### config.mk
export PLATFORM = sky130hd
export DESIGN_NAME = prbs_popcount
export DESIGN_NICKNAME = d
export VERILOG_FILES = /design/src/rtl/prbs_pkg.sv /design/src/rtl/prbs_popcount.sv
export SDC_FILE = /design/constraint.sdc
export NUM_CORES = 1
export LEC_CHECK = 0
export ABC_AREA = 1
export BUFFER_PORTS_ARGS = -buffer_cell sky130_fd_sc_hd__buf_4
export CAP_MARGIN = 20
export CORE_AREA = 2 2 39 41
export DETAILED_ROUTE_END_ITERATION = 8
export DIE_AREA = 0 0 41 43
export MAX_ROUTING_LAYER = met4
export SYNTH_ARGS = -nofsm -noshare
export SYNTH_HDL_FRONTEND = slang
export SYNTH_SLANG_ARGS = --single-unit
### constraint.sdc
create_clock -name vclk -period 2.4
set_input_delay 0.12 -clock vclk [all_inputs]
set_output_delay 0.12 -clock vclk [all_outputs]
set_load 0.02 [all_outputs]
### src/rtl/prbs_pkg.sv
// Shared types and helpers for the PRBS checker: FSM state, Galois LFSR step and popcount.
// Helpers work on a MAX_LEN-wide zero-padded word so any LEN up to MAX_LEN can use them.
package prbs_pkg;

    typedef enum logic [0:0] {
        HUNT   = 1'b0,
        LOCKED = 1'b1
    } state_e;

    localparam int unsigned MAX_LEN = 64;

    typedef logic [MAX_LEN-1:0] word_t;

    // Upper bits above LEN are zero, so a plain right shift equals {1'b0, x[LEN-1:1]}.
    function automatic word_t lfsr_step(input word_t x, input word_t taps);
        return (x >> 1) ^ (x[0] ? taps : '0);
    endfunction

    function automatic int unsigned popcount(input word_t x);
        int unsigned n;
        n = 0;
        for (int i = 0; i < MAX_LEN; i++) begin
            n = n + {31'b0, x[i]};
        end
        return n;
    endfunction

endpackage

### src/rtl/prbs_popcount.sv
// Combinational bit counter for the mismatch vector; isolates the bit-error adder input path.
module prbs_popcount
    import prbs_pkg::*;
#(
    parameter  int unsigned LEN = 8,
    localparam int unsigned CW  = $clog2(LEN + 1)
) (
    input  logic [LEN-1:0] bits,
    output logic [CW-1:0]  count
);

    assign count = CW'(popcount(word_t'(bits)));

endmodule

# Word level (Yosys, flattened, before mapping)
# Cells that the tools add are included.
# op_classes
addsub	7
# op_table
cell	n
adder 4 x 1 -> 4 bit	4
adder 3 x 1 -> 4 bit	1
adder 2 x 1 -> 3 bit	1
adder 1 x 1 -> 2 bit	1
# totals
regBits	0
inputBits	8
output_inout_bits	4
elab_cells	7

# Logic depth before layout (Yosys ltp)
# Gate-level depths: netlist (run 1).
# logic_depth
word_depth	7
ltp_mapped	11
ltp_nobuf	11

# Worst setup path before layout (run 1)
# Ideal clock, no wire load.
# synth_timing
kind	input to output
startpoint	input bits[0]
endpoint	output count[1]
path_buffers	0
arrival_time_ns	2.416
required_ns	2.280
cell_stages	9
slack_ns	-0.136
cell_sequence	inv_1 fa_1 fa_1 fa_1 inv_1 ha_1 inv_1 fa_1 inv_1
# synth_between
elab_chain_cells	7
# synth_lines
element	line_no	text
start, declared	prbs_popcount.sv:8	input logic [LEN-1:0] bits,
adder 1 x 1 -> 2 bit	prbs_pkg.sv:23	n = n + {31'b0, x[i]};
adder 2 x 1 -> 3 bit	prbs_pkg.sv:23	
adder 3 x 1 -> 4 bit	prbs_pkg.sv:23	
adder 4 x 1 -> 4 bit (4 in series)	prbs_pkg.sv:23	
end, declared	prbs_popcount.sv:9	output logic [CW-1:0] count
# No other way between the ends.

# Worst setup path in the final report (run 1)
# Ends and elaborated chain as after synthesis.

==> summary.md, run 1 <==
| Metric | Value |
|---|---|
| Starting density of the core | `14.6%` |
| Synthesized instance count | `29` |
| Data arrival time of the critical path | `about 2.6 ns` |
| Fillers | `around 160` |
| Share of final-layout standard cells stronger than drive strength 1 | `between 60% and 70%` |
| Power per standard cell area | `544 nW/um2` |
| Full die area | `1760 um2` |
| Met2 usage in global routing | `under 10%` |
| Critical-path maximum fanout | `2` |
| Routed wire length | `379 um` |
| Required time of the worst setup path | `2.28 ns` |
| Slew at the pin with the worst max-slew slack | `around 0.18 ns` |
| Met3 routing resource usage after global routing | `0%` |
| GPL Wtd Cong | `0.619` |
| Final setup viols | `2` |
| Switching power share of the total | `50.0%` |
| Register cell area after layout | `0 um2` |
| Hold Vio Cnt, Final | `0` |
| Critical Path Source | `bits[0]` |
| Filler-free cell count of the finished design | `58` |
| Post-synthesis sequential area ratio | `0%` |
| Max rail drop VDD | `148 uV` |
| Max-Slew Margin vs Limit | `88.0%` |
| MaxCap Viol Count | `0` |
| Total net switching power | `0.103 mW` |
| Number of library cell types mapped by synthesis | `5` |
| Netlist Area Pre-Place | `between 200 and 250 um2` |
| Sequential cells | `0` |
| Pin count of the biggest net entering global routing | `5` |
| Layer with the highest usage | `met2` |
| Boundary pin count | `12` |
| Iter 0 DRT Violations | `0` |
| Most frequent cells in the layout | `inv_1, buf_4, inv_2` |
| Failing checks | `negative setup slack` |
| Share of power burned in the clock network | `0%` |
| Leak | `0.216 nW` |
| Worst min-delay path category | `primary input to output port` |
| Total nets after synthesis | `44` |
| Part of the cycle the worst path needs | `112%` |
| Port Buffer Count | `12` |
| RSZ-0062 raised after global routing | `true` |
| Core Footprint | `between 1000 and 1500 um2` |
| Finished Core Util | `27.4%` |
| Tmin final | `2.68 ns` |
| Total instance count after detailed placement | `57` |
| Internal power contribution | `around 0.1 mW` |
| PnR worst setup slack | `-0.282 ns` |
| Worst Path Class, Setup | `primary input to output port` |
| Number of vias per cell | `approximately 3.5` |
| Die Span Y | `43 um` |
| Mean instance size in the synthesized netlist | `6.95 um2` |
| Global-route met1 utilization | `6.11%` |
| YS warnings | `0` |
| Net count of the finished layout | `approximately 60` |
| Number of diodes | `0` |
| Combined global-route utilization of all metal layers | `5.14%` |
| Via count | `between 200 and 250` |
| Post-DR wirelength/cell | `6.53 um` |
| Antenna violations before repair | `0` |
| Outcome | `finished, violations left` |
| Most frequent standard cell in the layout excluding fill and tap cells | `inv_1` |
| First-pass GRT wire length | `676 um` |
| Sum of net half-perimeters after detailed placement | `308 um` |
| Drt first pass iters | `1` |
| Vias in the first global route | `214` |
| Final antenna-violating net count | `0` |
| Clock buffer instance count of the final layout | `0` |
| Layout area overhead | `88.2%` |
| Residual overflow from global routing | `0` |
| DR DRC count | `0` |
| Core Rows | `14` |
| Worst setup path endpoint | `count[1]` |
| Die Width | `41 um` |
| Capturing element type of the critical path | `output port` |
| Sequential share of power | `0%` |
| Achievable clock frequency | `373 MHz` |
| Max-slew violation total from the final report | `0` |
| Startpoint type of the worst setup path | `primary input` |
| Combinational power share | `100.0%` |
what timing repair did:
item,4_1_cts,5_1_grt
setup endpoints to repair,2,3
buffers inserted,1,0
hold buffers,0,0
pin swaps,2,4
resized for setup,7,7
final cells by class:
| cell class | count | area [um2] | share of cell area (%) |
|---|---|---|---|
| Tap cell | 16 | 20.0 | 5.28 |
| Inverter | 16 | 67.6 | 17.8 |
| Multi-Input combinational cell | 13 | 171 | 45.2 |
| Timing Repair Buffer | 13 | 120 | 31.7 |
cells by family (layout without fill, tap and decap cells):
kind of cell	Yosys count	after routing	share of synthesized area, %
buffers and inverters	16	29	29.8
AND/OR/NAND/NOR	6	6	11.8
adder cells (fa/ha/maj)	7	7	58.4
critical path, cell delays in order:
cell,delay [ns]
buf_8,0.08
inv_8,0.02
fa_1,0.54
fa_1,0.42
fa_1,0.45
inv_2,0.08
ha_4,0.13
inv_2,0.03
fa_2,0.52
inv_2,0.03
buf_6,0.12
power groups by stage:
stage	registers, mW	clock network [mW]	logic (mW)
after floorplan	0	0	0.109
after global placement	0	0	0.163
after detailed placement	0	0	0.164
after CTS	0	0	0.189
after global routing	0	0	0.231
final	0	0	0.206
synthesized netlist by cell type:
master   number  share of area (%)
ha_1          3                 19
nand2_1       5                9.3
inv_1        16                 30
fa_1          4                 40
nand3_1       1                2.5
stage by stage:
| stage | instance area [um2] | setup TNS [ns] | power, mW | hold slack, ns | setup WS [ns] |
|---|---|---|---|---|---|
| 3_3_place_gp | 327 | -0.654 | 0.163 | 0.587 | -0.368 |
| 4_1_cts | 355 | -0.604 | 0.189 | 0.593 | -0.318 |
| 2_1_floorplan | 216 | -0.100 | 0.109 | 0.440 | -0.0728 |
| 6_report | 379 | -0.507 | 0.206 | 0.574 | -0.282 |
| 3_5_place_dp | 327 | -0.659 | 0.164 | 0.590 | -0.370 |
| 5_1_grt | 379 | -0.733 | 0.231 | 0.586 | -0.367 |
routing by layer:
| layer | part of all wire [%] | routed length (um) |
|---|---|---|
| met1 | 42 | 159 |
| met2 | 49 | 187 |
| met3 | 8.7 | 33 |
| met4 | 0 | 0 |
| met5 | 0 | 0 |
how the worst min path moves through the flow:
stage                       start       end  slack [ns]  cells past startpoint
final                     bits[2]  count[0]        0.57                      3
after global routing      bits[2]  count[0]        0.59                      3
after detailed placement  bits[2]  count[0]        0.59                      3
after CTS                 bits[2]  count[0]        0.59                      3
after floorplan           bits[2]  count[0]        0.44                      1
after global placement    bits[2]  count[0]        0.59                      3
No activity file was read; power rests on OpenSTA's default activity.
==> inputs of run 2 (changes only) <==
- TNS_END_PERCENT: not set -> 50
- clock period: 2.4 -> 3.3 ns (I/O delays scaled with it)
==> summary.md, run 2 (synthesis results as in run 1) <==
| Metric | Value |
|---|---|
| First-pass GRT wire length | `524 um (was 676 um)` |
| Net count of the finished layout | `58 (was 59)` |
| Worst slack after detailed placement | `0.444 ns (was -0.370 ns)` |
| Sum of net half-perimeters after detailed placement | `356 um (was 308 um)` |
| Achievable clock frequency | `about 350 MHz` |
| Part of the cycle the worst path needs | `a little under nine tenths` |
| Worst min-delay path category | `primary input to output port (unchanged)` |
| Critical-path maximum fanout | `2 (unchanged)` |
| Post-DR wirelength/cell | `6.32 um (was 6.53 um)` |
| Vias in the first global route | `164 (was 214)` |
| Total net switching power | `0.0596 mW (was 0.103 mW)` |
| Routed wire length | `360 um (was 379 um)` |
| Die Width | `41 um (unchanged)` |
| Filler-free cell count of the finished design | `57 (was 58)` |
| Max-slew violation total from the final report | `0 (unchanged)` |
| Sequential cells | `0 (unchanged)` |
| Setup TNS | `0 ns (was -0.507 ns)` |
| Residual overflow from global routing | `0 (unchanged)` |
| Drt first pass iters | `1 (unchanged)` |
| Register cell area after layout | `0 um2 (unchanged)` |
| DR DRC count | `0 (unchanged)` |
| Post CTS Setup Buffer Count | `0 (was 1)` |
| Most frequent standard cell in the layout excluding fill and tap cells | `inv_1 (unchanged)` |
| Share of power burned in the clock network | `0% (about the same)` |
| Combinational power share | `100.0% (about the same)` |
| Worst slack on hold paths | `0.653 ns (was 0.574 ns)` |
| Starting density of the core | `14.6% (unchanged)` |
| Layout area overhead | `54.7% (was 88.2%)` |
| Max-Slew Margin vs Limit | `91.1% (was 88.0%)` |
| Capturing element type of the critical path | `output port (unchanged)` |
| Internal power contribution | `0.0501 mW (was 0.103 mW)` |
| Iter 0 DRT Violations | `0 (unchanged)` |
| Worst Path Class, Setup | `primary input to output port (unchanged)` |
| PnR worst setup slack | `0.478 ns (was -0.282 ns)` |
| Port Buffer Count | `12 (unchanged)` |
| Combined global-route utilization of all metal layers | `4.10% (was 5.14%)` |
| Hold Vio Cnt, Final | `0 (unchanged)` |
| Slew at the pin with the worst max-slew slack | `0.133 ns (was 0.180 ns)` |
| Quantity of hold-fixing buffers added after cts | `0 (unchanged)` |
| Gates resized, CTS repair | `0 (was 7)` |
| Number of diodes | `0 (unchanged)` |
| Pin count of the biggest net entering global routing | `5 (unchanged)` |
| Clock buffer instance count of the final layout | `0 (unchanged)` |
| Final antenna-violating net count | `0 (unchanged)` |
| Die Span Y | `43 um (unchanged)` |
| Pwr Total | `0.110 mW (was 0.206 mW)` |
| Number of vias per cell | `3.28 (was 3.50)` |
| Full die area | `1760 um2 (unchanged)` |
| Switching power share of the total | `54.3% (was 50.0%)` |
| MaxCap Viol Count | `0 (unchanged)` |
| Antenna violations before repair | `0 (unchanged)` |
| Startpoint type of the worst setup path | `primary input (unchanged)` |
| Post-route cell area | `312 um2 (was 379 um2)` |
| Via count | `187 (was 203)` |
| Core Footprint | `1380 um2 (unchanged)` |
| Data arrival time of the critical path | `2.66 ns (was 2.56 ns)` |
| Core Rows | `14 (unchanged)` |
| Total instance count after detailed placement | `57 (unchanged)` |
| Final setup viols | `0 (was 2)` |
| Required time of the worst setup path | `3.13 ns (was 2.28 ns)` |
| Finished Core Util | `22.5% (was 27.4%)` |
| Boundary pin count | `12 (unchanged)` |
| Share of final-layout standard cells stronger than drive strength 1 | `29.3% (was 61.9%)` |
| Outcome | `finished, final reports clean (was finished, violations left)` |
| RSZ-0062 raised after global routing | `false (was true)` |
| Leak | `0.208 nW (was 0.216 nW)` |
| Max rail drop VDD | `97.9 uV (was 148 uV)` |
| Power per standard cell area | `352 nW/um2 (was 544 nW/um2)` |
| Sequential share of power | `0% (about the same)` |
| GPL Wtd Cong | `0.594 (was 0.619)` |
| Most frequent cells in the layout | `inv_1, buf_4, nand2_1 (was inv_1, buf_4, inv_2)` |
| Post-placement cell area | `312 um2 (was 327 um2)` |
| Tmin final | `2.82 ns` |
==> run 2: changes by cell type in the layout (fill, tap and decap cells not counted), moves of 4 or more <==
cell     before  now
inv_1        10   16
inv_2         5    0
buf_4         8   12
buf_6         4    0
nand2_1       1    5
nand2_2       4    0
==> run 2: critical path: stages <==
cell     delay (ns)
buf_4          0.07
inv_1          0.04
fa_1           0.55
fa_1           0.43
fa_1           0.45
inv_1          0.06
ha_1           0.16
inv_1          0.05
fa_1           0.38
inv_1          0.06
nand2_1        0.05
nand2_1        0.05
buf_4          0.13
==> run 2: final timing paths <==
| kind | from | endpoint | slack [ns] | cells past startpoint |
|---|---|---|---|---|
| worst min-delay path | bits[2] | count[0] | 0.65 | 3 |
| worst max-delay path | bits[0] | count[2] | 0.48 | 13 |
==> run 2: final cells by class <==
type | count | area (um2)
Tap cell | 16 | 20.0
Timing Repair Buffer | 12 | 90.1
Multi-Input combinational cell | 13 | 141
Fill cell | 164 | 1070
Inverter | 16 | 60.1
==> run 2: power groups by stage <==
stage          Combinational (mW)  Sequential (mW)  Clock [mW]
2_1_floorplan              0.0703                0           0
3_3_place_gp                0.110                0           0
3_5_place_dp                0.113                0           0
4_1_cts                     0.114                0           0
5_1_grt                     0.123                0           0
6_report                    0.110                0           0
==> run 2: per-layer routing <==
metal | vias to the layer above | part of all wire [%] | global-route usage (%)
met5 | - | 0 | -
met4 | 0 | 0 | 0
met3 | 0 | 13 | 0
met2 | 7 | 52 | 8.75
met1 | 81 | 35 | 3.82
li1 | 99 | - | -
==> inputs of run 3 (changes only) <==
- SLEW_MARGIN: not set -> 20
- clock period: 3.3 -> 3.15 ns (I/O delays scaled with it)
==> summary.md, run 3 (synthesis results as in run 1) <==
| Metric | Value |
|---|---|
| Outcome | `finished, final reports clean (unchanged)` |
| Multi-input combinational cell area | `141 um2 (unchanged)` |
| Vias in the first global route | `160 (was 164)` |
| Iter 0 DRT Violations | `0 (unchanged)` |
| Post-DR wirelength/cell | `5.84 um (was 6.32 um)` |
| First-pass GRT wire length | `503 um (was 524 um)` |
| Internal power contribution | `0.0525 mW (was 0.0501 mW)` |
| Most frequent cells in the layout | `inv_1, buf_4, nand2_1 (unchanged)` |
| Antenna violations before repair | `0 (unchanged)` |
| Tmin final | `2.81 ns` |
| Starting density of the core | `14.6% (unchanged)` |
| Worst min-delay path category | `primary input to output port (unchanged)` |
| Core Footprint | `1380 um2 (unchanged)` |
| Die Span Y | `43 um (unchanged)` |
| DR DRC count | `0 (unchanged)` |
| Power per standard cell area | `368 nW/um2 (was 352 nW/um2)` |
| Boundary pin count | `12 (unchanged)` |
| Post CTS Setup Buffer Count | `0 (unchanged)` |
| RSZ-0062 raised after global routing | `false (unchanged)` |
| Worst Path Class, Setup | `primary input to output port (unchanged)` |
| Gates resized, CTS repair | `0 (unchanged)` |
| Number of vias per cell | `3.19 (was 3.28)` |
| Register cell area after layout | `0 um2 (unchanged)` |
| Routed wire length | `333 um (was 360 um)` |
| Max rail drop VDD | `101 uV (was 97.9 uV)` |
| Die Width | `41 um (unchanged)` |
| Total net switching power | `0.0621 mW (was 0.0596 mW)` |
| Fillers | `164 (unchanged)` |
| Worst slack on hold paths | `0.636 ns (was 0.653 ns)` |
| Pin count of the biggest net entering global routing | `5 (unchanged)` |
| Max-slew violation total from the final report | `0 (unchanged)` |
| Via count | `182 (was 187)` |
| Port Buffer Count | `12 (unchanged)` |
| Share of final-layout standard cells stronger than drive strength 1 | `29.3% (unchanged)` |
| Final antenna-violating net count | `0 (unchanged)` |
| Sequential share of power | `0% (about the same)` |
| Launch instance of the worst min-delay path | `bits[2] (unchanged)` |
| Final setup viols | `0 (unchanged)` |
| Capturing element type of the critical path | `output port (unchanged)` |
| Combinational power share | `100.0% (about the same)` |
| Startpoint type of the worst setup path | `primary input (unchanged)` |
| Setup TNS | `0 ns (unchanged)` |
| Most frequent standard cell in the layout excluding fill and tap cells | `inv_1 (unchanged)` |
| Post-placement cell area | `312 um2 (unchanged)` |
| Data arrival time of the critical path | `2.65 ns (was 2.66 ns)` |
| Core Rows | `14 (unchanged)` |
| Sequential cells | `0 (unchanged)` |
| Post-route cell area | `312 um2 (unchanged)` |
| Clock buffer instance count of the final layout | `0 (unchanged)` |
| Leak | `0.208 nW (unchanged)` |
| MaxCap Viol Count | `0 (unchanged)` |
| Achievable clock frequency | `about 360 MHz` |
| Max-Slew Margin vs Limit | `91.2% (was 91.1%)` |
| Hold Vio Cnt, Final | `0 (unchanged)` |
| Full die area | `1760 um2 (unchanged)` |
| Layout area overhead | `54.7% (unchanged)` |
| Part of the cycle the worst path needs | `89.3%` |
| Residual overflow from global routing | `0 (unchanged)` |
| Required time of the worst setup path | `2.99 ns (was 3.13 ns)` |
| Share of power burned in the clock network | `0% (about the same)` |
| Number of diodes | `0 (unchanged)` |
| Slew at the pin with the worst max-slew slack | `0.132 ns (was 0.133 ns)` |
| Quantity of hold-fixing buffers added after cts | `0 (unchanged)` |
| Net count of the finished layout | `58 (unchanged)` |
| Critical Path Source | `bits[0] (unchanged)` |
| Switching power share of the total | `54.2% (was 54.3%)` |
| Critical-path maximum fanout | `2 (unchanged)` |
| GPL Wtd Cong | `0.596 (was 0.594)` |
| Drt first pass iters | `1 (unchanged)` |
| Sum of net half-perimeters after detailed placement | `333 um (was 356 um)` |
| Combined global-route utilization of all metal layers | `3.80% (was 4.10%)` |
## run 3: cell counts in the layout (fill, tap and decap cells not counted)
No cell type changed its count.
## run 3: power groups by stage
stage | clock network, mW | registers, mW | logic [mW]
finish | 0 | 0 | 0.115
global route | 0 | 0 | 0.128
CTS | 0 | 0 | 0.118
detailed placement | 0 | 0 | 0.118
global placement | 0 | 0 | 0.115
floorplan | 0 | 0 | 0.0737
## run 3: routing by layer
| metal | routed length (um) | GRT usage (%) | part of all wire [%] | vias to the layer above |
|---|---|---|---|---|
| met3 | 40 | 0 | 12 | 0 |
| met1 | 122 | 4.47 | 37 | 76 |
| li1 | - | - | - | 99 |
| met4 | 0 | 0 | 0 | 0 |
| met5 | 0 | - | 0 | - |
| met2 | 169 | 7.19 | 51 | 7 |
## run 3: worst paths after layout
path	cells after the start	slack, ns	endpoint
max	13	0.34	count[2]
min	3	0.64	count[0]
## run 3: area by class of cell
| cell class | instances | share of cell area [%] |
|---|---|---|
| inverters | 16 | 19.3 |
| multi-input cells | 13 | 45.4 |
| well taps | 16 | 6.43 |
| repair buffers | 12 | 28.9 |
## run 3: through the flow
step / setup WS [ns] / std cells / power, mW / util [%]
floorplan: 0.539 / 29 / 0.0737 / -
global placement: 0.351 / 57 / 0.115 / 22.5
detailed placement: 0.310 / 57 / 0.118 / 22.5
CTS: 0.304 / 57 / 0.118 / 22.5
global route: 0.218 / 57 / 0.128 / 22.5
finish: 0.338 / 57 / 0.115 / 22.5
## run 3: critical path, cell delays in order
cell	delay, ns
buf_4	0.07
inv_1	0.04
fa_1	0.55
fa_1	0.43
fa_1	0.44
inv_1	0.07
ha_1	0.16
inv_1	0.06
fa_1	0.38
inv_1	0.06
nand2_1	0.05
nand2_1	0.05
buf_4	0.13
